===== src/rtl/serial_addsub_ctrl.sv =====
// Bit-serial add/subtract/negate/invert unit: a single full-adder slice walks the
// operands LSB-first, one bit per clock, behind a start/busy/done handshake.
module serial_addsub_ctrl #(
    parameter int WIDTH = 5,
    parameter int CNT_W = 3
) (
    input  logic             clk,
    input  logic             rst_n,
    input  logic             start,
    input  logic [1:0]       op,
    input  logic [WIDTH-1:0] a,
    input  logic [WIDTH-1:0] b,
    output logic             busy,
    output logic             done,
    output logic [WIDTH-1:0] result,
    output logic             carry_out,
    output logic             overflow
);

    typedef enum logic {
        S_IDLE = 1'b0,
        S_RUN  = 1'b1
    } state_t;

    state_t             r_state;
    state_t             w_state_next;
    logic               w_accept;
    logic               w_last;

    logic [WIDTH-1:0]   r_sa;
    logic [WIDTH-1:0]   r_sb;
    logic [WIDTH-1:0]   r_acc;
    logic               r_carry;
    logic               r_carry_msb;
    logic [CNT_W-1:0]   r_cnt;
    logic               r_done;
    logic [WIDTH-1:0]   r_result;
    logic               r_cout;
    logic               r_ovf;

    logic [WIDTH-1:0]   w_load_sa;
    logic [WIDTH-1:0]   w_load_sb;
    logic               w_load_c;
    logic               w_sum;
    logic               w_cout;
    logic               w_carry_msb;

    assign w_last = (r_cnt == CNT_W'(WIDTH - 1));

    // Every operation is reduced to SA + SB + cin on the one shared slice.
    always_comb begin
        w_load_sa = a;
        w_load_sb = b;
        w_load_c  = 1'b0;
        case (op)
            2'b00: begin
                w_load_sa = a;
                w_load_sb = b;
                w_load_c  = 1'b0;
            end
            2'b01: begin
                w_load_sa = a;
                w_load_sb = ~b;
                w_load_c  = 1'b1;
            end
            2'b10: begin
                w_load_sa = ~a;
                w_load_sb = '0;
                w_load_c  = 1'b1;
            end
            default: begin
                w_load_sa = ~a;
                w_load_sb = '0;
                w_load_c  = 1'b0;
            end
        endcase
    end

    assign w_sum  = r_sa[0] ^ r_sb[0] ^ r_carry;
    assign w_cout = (r_sa[0] & r_sb[0]) | (r_sa[0] & r_carry) | (r_sb[0] & r_carry);

    // On the final slice the live carry is the carry into the MSB; otherwise keep the saved copy.
    assign w_carry_msb = w_last ? r_carry : r_carry_msb;

    always_comb begin
        w_state_next = r_state;
        w_accept     = 1'b0;
        case (r_state)
            S_IDLE: begin
                if (start) begin
                    w_accept     = 1'b1;
                    w_state_next = S_RUN;
                end
            end
            S_RUN: begin
                if (w_last) begin
                    w_state_next = S_IDLE;
                end
            end
            default: begin
                w_state_next = S_IDLE;
            end
        endcase
    end

    always_ff @(posedge clk) begin
        if (!rst_n) begin
            r_state <= S_IDLE;
        end else begin
            r_state <= w_state_next;
        end
    end

    always_ff @(posedge clk) begin
        if (!rst_n) begin
            r_sa        <= '0;
            r_sb        <= '0;
            r_acc       <= '0;
            r_carry     <= 1'b0;
            r_carry_msb <= 1'b0;
            r_cnt       <= '0;
            r_done      <= 1'b0;
            r_result    <= '0;
            r_cout      <= 1'b0;
            r_ovf       <= 1'b0;
        end else begin
            r_done <= 1'b0;
            if (w_accept) begin
                r_sa        <= w_load_sa;
                r_sb        <= w_load_sb;
                r_carry     <= w_load_c;
                r_carry_msb <= 1'b0;
                r_acc       <= '0;
                r_cnt       <= '0;
            end else if (r_state == S_RUN) begin
                r_sa        <= {1'b0, r_sa[WIDTH-1:1]};
                r_sb        <= {1'b0, r_sb[WIDTH-1:1]};
                r_acc       <= {w_sum, r_acc[WIDTH-1:1]};
                r_carry     <= w_cout;
                r_carry_msb <= w_carry_msb;
                r_cnt       <= r_cnt + CNT_W'(1);
                if (w_last) begin
                    r_result <= {w_sum, r_acc[WIDTH-1:1]};
                    r_cout   <= w_cout;
                    r_ovf    <= w_carry_msb ^ w_cout;
                    r_done   <= 1'b1;
                end
            end
        end
    end

    assign busy      = (r_state == S_RUN);
    assign done      = r_done;
    assign result    = r_result;
    assign carry_out = r_cout;
    assign overflow  = r_ovf;

endmodule


===== config.mk =====
export PLATFORM = sky130hd
export DESIGN_NAME = serial_addsub_ctrl
export DESIGN_NICKNAME = d
export VERILOG_FILES = /design/src/rtl/serial_addsub_ctrl.sv
export SDC_FILE = /design/constraint.sdc
export NUM_CORES = 1
export LEC_CHECK = 0
export CAP_MARGIN = 20
export CORE_AREA = 2 2 45 68
export DETAILED_ROUTE_END_ITERATION = 6
export DIE_AREA = 0 0 47 70
export PLACE_DENSITY = 0.72
export SYNTH_ARGS = -nofsm -noshare
export SYNTH_HDL_FRONTEND = slang
export SYNTH_SLANG_ARGS = --single-unit

===== constraint.sdc =====
create_clock -name clk -period 1.6 [get_ports clk]
set_input_delay 0.24 -clock clk [delete_from_list [all_inputs] [get_ports clk]]
set_output_delay 0.24 -clock clk [all_outputs]
set_load 0.02 [all_outputs]

After elaboration in Yosys (flattened, before gate mapping)
Index checks and enable logic that the tools add are counted.
{"block": "classes", "n_bitwise": 13, "n_eq_ne": 3, "n_reduce_logical": 7, "addsub": 1, "mux": 15}
{"cell": "5-bit two-way mux", "count": 5}
{"cell": "5-bit NOT", "count": 2}
{"cell": "5-bit case mux with 2 select lines", "count": 1}
{"cell": "1-bit two-way mux", "count": 8}
{"cell": "2-bit OR reduction", "count": 3}
{"cell": "3-bit by 1-bit adder with 3-bit output, second input constant", "count": 1}
{"cell": "1-bit bitwise AND", "count": 3}
{"cell": "3-bit equality test, second input constant", "count": 1}
{"cell": "1-bit NOT", "count": 3}
{"cell": "3-bit AND reduction", "count": 1}
{"cell": "3-bit OR reduction", "count": 1}
{"cell": "1-bit bitwise XOR", "count": 3}
{"cell": "2-bit by 1-bit equality test with 1-bit output, second input constant", "count": 1}
{"cell": "2-bit equality test, second input constant", "count": 1}
{"cell": "2-bit logical NOT", "count": 1}
{"cell": "1-bit OR", "count": 2}
{"cell": "1-bit case mux with 2 select lines", "count": 1}
{"cell": "2-bit nonzero test", "count": 1}
{"block": "word_totals", "wordCells": 50, "out_inout_bits": 9, "in_bits": 15, "regBits": 29}

Logic depth before layout (Yosys ltp)
Gate-level depths: netlist of run 1.
{"block": "depth", "word_depth": 5, "mapped_depth": 6, "mapped_depth_nobuf": 5}

Least setup slack after synthesis of run 1
OpenSTA, ideal clock, no wires.
{"block": "synth_timing", "path_kind": "input -> register", "from": "input port op[1]", "to": "register r_sa[0]", "setup_ns": 0.059, "slack_ns": 0.347, "path_stages": 5, "path_buffers": 0, "arrival_time_ns": 1.194, "required_time_ns": 1.541, "path_cell_list": "inv_1 -> ha_1 -> or3_1 -> a311oi_1 -> a31o_1"}
{"block": "synth_between", "elab_chain_len": 4, "elab_cells_between_ends": 5, "cone_classes": "eq/ne: 1; mux: 2; reduce/logical: 2"}
{"element": "start: declaration", "line": "10", "source": "input logic [1:0] op,"}
{"element": "2-bit by 1-bit equality test with 1-bit output or 2-bit logical NOT (tied branches)", "line": "55", "source": "case (op)"}
{"element": "2-bit OR reduction (no line) (*)"}
{"element": "5-bit two-way mux (*)"}
{"element": "5-bit two-way mux (*)", "line": "128", "source": "if (w_accept) begin"}
{"element": "end signal: assignment", "line": "129", "source": "r_sa <= w_load_sa;"}
{"element": "end signal: assignment", "line": "136", "source": "r_sa <= {1'b0, r_sa[WIDTH-1:1]};"}
{"element": "end: declaration", "line": "30", "source": "logic [WIDTH-1:0] r_sa;"}
Mark *: on every way between the ends. The rest lies on a longest branch, timed or not.
A chain may end at the register's enable or synchronous reset.

Worst setup path in the final report of run 1
{"block": "layout_timing", "from": "input port op[0]", "to": "register r_sa[1]"}
Same word-level chain as after synthesis.

==> impl_metrics.ini, run 1 <==
[run_status]
status = finished clean

[synthesis]
synth-seq-cells = 27
synth_cells = 145
synth_async_sr_flop_share_pct = 0
ys.flop_type = dfxtp_1
synth.distinct_cells = 32
syn_area_sq_mm = 0.001296
syn_area_per_cell_sq_um = 8.940
synth-edff-count = 0
synth-seq-area-share_pct = 41.70
synth_nets = 165
synth_warnings = 0

[finish]
multi_input_area_sq_um = 700.7
drive_gt1_share_pct = 12.57
regArea_sq_um = 540.5
nNetsFinal = 188
n_antenna_cell = 0
final_common_cell = dfxtp_1
fillCellCount = 259
final_cell_area_sq_mm = 0.001655
instances_no_fill = 206
syn_to_final_growth_pct = 27.70
layout_common_cells = dfxtp_1 (27), clkdlybuf4s50_1 (22), nand2_1 (15), nor2_1 (11)

[floorplan]
die_y_um = 70
ioPinCount = 24
num_rows = 24
start_util_pct = 46.92
die_w_um = 47
core_sq_mm = 0.002763
die_area_sq_mm = 0.003290

[pwr]
peakVddDrop_v = 0.0005147
p_leak_nw = 0.6230
power.total_mw = 1.323
p_per_area_mw_per_mm2 = 799.2

[setup_path]
startpoint_type = input port
worst-path-buf-inv = 2
required_ns = 1.83
crit_chain = clkdlybuf4s50_1 > inv_1 > ha_2 > or3_1 > a311oi_2 > a31o_1
worst_ep_arrival_time_ns = 1.80
cp_slowest_stage_delay_ns = 0.49
path_delay_family = buffers and inverters
worstSetupEndpointType = register
worstPathMaxFanout = 8
critPathKind = input port to register
critPathSlowestCell = clkdlybuf4s50_1

[drt]
ant_nets = 0
vias_per_cell = 5.301
dr.pass1.iters = 4
drt_iter0_drc = 28
vias = 1092
routedWlPerCell_um = 12.60
drt-total-wl_um = 2596
drc = 0

[placement]
gp_congestion = 0.7034
placed_area_sq_mm = 0.001584
dpl_worst_slack_ns = -0.2503
placed_cells = 202
hpwlAfterDp_um = 1755
portBuffers = 23

[cts]
post_cts_buffers = 0
clock_sinks = 27
clockBufferDepth = 2
cts-root-buf = clkbuf_8
cts_tree = built
clk_latency_ns = 0.27
numCtsBuffers = 3
htreeDepth = 1
clk_pin_slew_ns = 0.10

[global_route]
grt_usage_pct = 16.71
grt_overflow_total = 0
grt_pass1_wl_um = 4160
antenna_found_initial = 0
grt_max_degree = 30
grt_pass1_vias = 1020

[timing]
finalSetupViolCount = 0
tightest_slew_ns = 0.4943
fmax_mhz = 633.8
finalSetupTns_ns = 0
finalHoldViolCount = 0
finalCritPeriodShare_pct = 98.61
drv_slew = 0
skew_ns = 0.006180
fin_crit_ns = 1.578
post-route-worst-setup-slack_ns = 0.02223
relSlewSlack_pct = 67.05

[job]
cap_violations = 0

[hold_path]
hp-class = register to register
==> area by class of cell <==
type / count / share of cell area, %
clock buffers: 3 / 2.494
inverters: 4 / 0.9070
repair buffers: 31 / 18.22
flip-flops and latches: 27 / 32.65
well taps: 39 / 2.948
clock inverters: 1 / 0.4535
multi-input cells: 101 / 42.33
==> synth_stat cells, types with 2 or more instances <==
master / instances / area share, %
dfxtp_1: 27 / 42
nand2_1: 15 / 4.3
nor2_1: 11 / 3.2
buf_2: 8 / 3.1
mux2i_1: 7 / 5.4
a21boi_1: 6 / 3.5
nor2b_1: 6 / 2.9
a211oi_1: 5 / 2.9
a21oi_1: 5 / 1.9
a311oi_1: 5 / 3.4
nor3b_1: 5 / 2.9
or3_1: 5 / 2.4
a31o_1: 4 / 2.7
a31o_2: 4 / 2.7
ha_1: 4 / 3.9
inv_1: 4 / 1.2
o21ai_1: 4 / 1.5
clkbuf_1: 3 / 0.87
o21ai_0: 3 / 1.2
and2_1: 2 / 0.97
==> power breakdown <==
part	switching (mW)	internal, mW
Combinational	0.100	0.112
Clock	0.214	0.177
Sequential	0.0200	0.700
Total	0.335	0.988
==> sequential cells by signal, indices dropped and copies added (netlist names) <==
signal     cells
r_sa           5
r_sb           5
result         5
r_acc          4
r_cnt          3
busy           1
carry_out      1
done           1
overflow       1
r_carry        1
==> worst reg2reg max path, delay by kind of cell, from the launching register on <==
family / cells / cell delay (ns)
simple gates: 1 / 0.46
flops: 1 / 0.46
compound gates: 2 / 0.31
==> routing by layer <==
layer,global-route usage [%],vias to the layer above,wire [um]
met5,0,-,0
met4,7.407,0,44
met3,1.550,4,71
met2,28.46,23,1352
met1,19.94,507,1127
li1,-,558,-
==> what timing repair did <==
action,4_1_cts,5_1_grt
cloned,0,0
setup endpoints to repair,1,5
hold buffers,0,0
pin swaps,0,0
gates resized for setup,1,5
==> worst paths after layout <==
| check | from | endpoint | slack [ns] | cells after the start |
|---|---|---|---|---|
| worst max-delay path | op[0] | r_sa[1]$_SDFFE_PN0P_ | 0.02 | 6 |
| worst min-delay path | r_acc[1]$_SDFFE_PP0P_ | result[0]$_SDFFE_PN0P_ | 0.45 | 2 |
| worst max register to register | busy$_SDFF_PN0_ | r_sb[3]$_SDFFE_PN0P_ | 0.28 | 3 |
| worst min register to register | r_acc[1]$_SDFFE_PP0P_ | result[0]$_SDFFE_PN0P_ | 0.45 | 2 |
==> stage by stage <==
step	hold slack [ns]	util [%]
6_report	0.4522	59.92
5_1_grt	0.4741	59.92
3_5_place_dp	0.4445	57.34
3_3_place_gp	0.4342	57.34
4_1_cts	0.4578	59.06
2_1_floorplan	0.4195	-
==> kinds of logic after synthesis <==
group / after synthesis / share of synthesized area, %
adder cells (fa/ha/maj): 5 / 5.406
AND/OR/NAND/NOR: 49 / 19.02
AO/OA/AOI/OAI: 39 / 21.72
multiplexers: 7 / 5.406
buffers and inverters: 17 / 6.081
flip-flops: 27 / 41.70
XOR/XNOR: 1 / 0.6758
Power figures use the tool's default switching activity.
==> run 2: changes to the inputs <==
--- a/config.mk
+++ b/config.mk
@@ -6,10 +6,10 @@
 export NUM_CORES = 1
 export LEC_CHECK = 0
 export CAP_MARGIN = 20
-export CORE_AREA = 2 2 45 68
+export CORE_AREA = 2 2 47 71
 export DETAILED_ROUTE_END_ITERATION = 6
-export DIE_AREA = 0 0 47 70
-export PLACE_DENSITY = 0.72
+export DIE_AREA = 0 0 49 73
+export PLACE_DENSITY = 0.69
 export SYNTH_ARGS = -nofsm -noshare
 export SYNTH_HDL_FRONTEND = slang
 export SYNTH_SLANG_ARGS = --single-unit
==> constraint.sdc (replaced) <==
create_clock -name clk -period 1.28 [get_ports clk]
set_input_delay 0.192 -clock clk [delete_from_list [all_inputs] [get_ports clk]]
set_output_delay 0.192 -clock clk [all_outputs]
set_load 0.02 [all_outputs]
==> run 2 against run 1 <==
Compared with the run above: via count shrank 0.82%; wire length fell by 3.2%; sequential power rose by 25%; die area grew 8.7%; first-iteration DRC count fell by 50%; power increased by 24%; register-to-register slack got worse by 0.19 ns; critical path type unchanged; combinational power rose by 25%; highest routed layer unchanged; design area stayed put; core utilization shrank 5.4 points.
==> impl_metrics.ini, run 2 (synthesis gave the netlist of run 1 again) <==
[setup_path]
reg2reg_from = r_sa[0]$_SDFFE_PN0P_
worst_ep_arrival_time_ns = 1.43
worstSetupEndpointType = register
required_ns = 1.50
crit_chain = clkdlybuf4s50_1 > buf_4 > nor2_1 > a311oi_2 > a31o_1
path_delay_family = buffers and inverters
r2r_setup_slack_ns = 0.09
startpoint_type = input port
critPathKind = input port to register
critPathSlowestCell = clkdlybuf4s50_1
worstPathMaxFanout = 10
reg2reg_to = overflow$_SDFFE_PN0P_
cp_slowest_stage_delay_ns = 0.58
worst-path-buf-inv = 2
ff2ff_path_depth = 4

[global_route]
grt_max_degree = 26
grt_overflow_total = 0
grt_usage_pct = 15.44
antenna_found_initial = 0
grt_pass1_vias = 1027
grt_pass1_wl_um = 4326

[pwr]
pwr-share-comb_pct = 16.2
power.total_mw = 1.636
power.switching_mw = 0.3977
p_per_area_mw_per_mm2 = 988.5
p_clk_share_pct = 28.8
netSwitchingFraction_pct = 24.31
peakVddDrop_v = 0.0005648
seq_power_share_pct = 55.0
p_leak_nw = 0.6604
intPower_mw = 1.239

[drt]
dr.pass1.iters = 4
routedWlPerCell_um = 12.02
drt_iter0_drc = 14
ant_nets = 0
drt-total-wl_um = 2512
drc = 0
vias = 1083
vias_per_cell = 5.182

[timing]
tightest_slew_ns = 0.2226
rsz0062_at_grt = false
skew_ns = 0.006879
finalCritPeriodShare_pct = 94.78
fin_crit_ns = 1.213
finalHoldViolCount = 0
hold_slack_ns = 0.4514
finalSetupViolCount = 0
drv_slew = 0
fmax_mhz = 824.3
relSlewSlack_pct = 85.06

[floorplan]
core_sq_mm = 0.003034
die_w_um = 49
num_rows = 25
ioPinCount = 24
die_area_sq_mm = 0.003577
start_util_pct = 42.72
die_y_um = 73

[cts]
clock_sinks = 27
numCtsBuffers = 3
clk_pin_slew_ns = 0.09
clk_latency_ns = 0.27
clockBufferDepth = 2
postCtsHoldBufs = 0
cts-root-buf = clkbuf_8
htreeDepth = 1
cts_tree = built

[finish]
syn_to_final_growth_pct = 27.70
finish.utilization_pct = 54.56
layout_common_cells = dfxtp_1 (26), nand2_1 (15), clkdlybuf4s50_1 (12), nor2_1 (11)
final_common_cell = dfxtp_1
nNetsFinal = 190
drive_gt1_share_pct = 14.79
instances_no_fill = 209
n_antenna_cell = 0

[placement]
placed_cells = 204
gp_congestion = 0.6961
portBuffers = 23
hpwlAfterDp_um = 1901

[hold_path]
hold_depth = 2
holdPathEnd = result[4]$_SDFFE_PN0P_
hp-start = result[4]$_SDFFE_PN0P_
hp-class = register to register

[job]
cap_violations = 0

[run_status]
status = finished clean
run 2: changes by cell type in the layout (fill, tap and decap cells not counted), sizes merged:
cell / before / now
clkdlybuf4s15: 0 / 1
buf: 8 / 10
clkinvlp: 1 / 0
dlygate4sd2: 1 / 9
clkbuf: 3 / 5
clkdlybuf4s50: 22 / 12
run 2: power groups by stage:
stage / clock network, mW / registers [mW] / logic, mW
global route: 0.517 / 0.906 / 0.290
floorplan: 0 / 0.914 / 0.161
detailed placement: 0 / 0.920 / 0.253
global placement: 0 / 0.918 / 0.244
CTS: 0.483 / 0.901 / 0.264
finish: 0.471 / 0.901 / 0.265
run 2: tightest hold or removal path, delay by kind of cell (launching register included):
family,cells,cell delay [ns]
AND/OR/NAND/NOR,1,0.05
AO/OA/AOI/OAI,1,0.05
flip-flops,1,0.32
run 2: timing repair:
item                                    CTS  global route
buffers inserted                          1             0
resized for setup                        20             5
pin swaps                                 7             0
endpoints found under the setup margin   20            19
run 2: worst max-delay path by stage:
stage                            endpoint  slack, ns  cells past startpoint             startpoint
global placement     r_sa[2]$_SDFFE_PN0P_      -0.50                      6                  op[0]
global route         r_sa[3]$_SDFFE_PN0P_      0.004                      5                  start
finish               r_sa[1]$_SDFFE_PN0P_       0.07                      5                  start
detailed placement   r_sa[1]$_SDFFE_PN0P_      -0.61                      6                  op[0]
floorplan           overflow$_SDFFE_PN0P_       0.07                      5        busy$_SDFF_PN0_
CTS                 overflow$_SDFFE_PN0P_       0.01                      4  r_cnt[0]$_SDFFE_PP0P_
run 2: layout make-up:
| cell class | count | area (sq um) |
|---|---|---|
| timing repair buffer | 33 | 285.3 |
| multi-input combinational | 101 | 718.2 |
| inverter | 4 | 15.01 |
| fill | 282 | 1379 |
| tap | 40 | 50.05 |
| sequential | 27 | 541.8 |
| clock buffer | 4 | 45.04 |
run 2: layer usage:
layer | share of wire [%] | up-vias | track usage [%]
li1 | - | 561 | -
met1 | 43 | 490 | 16.56
met2 | 51 | 25 | 28.61
met3 | 2.8 | 7 | 1.639
met4 | 3.1 | 0 | 9.841
met5 | 0 | - | 0
run 2: per-stage QoR:
stage / setup WS [ns] / TNS, ns / area [sq um]
4_1_cts: 0.01093 / 0 / 1652
2_1_floorplan: 0.07209 / 0 / 1296
5_1_grt: 0.004058 / 0 / 1655
6_report: 0.06683 / 0 / 1655
3_5_place_dp: -0.6071 / -5.612 / 1580
3_3_place_gp: -0.4982 / -4.987 / 1580
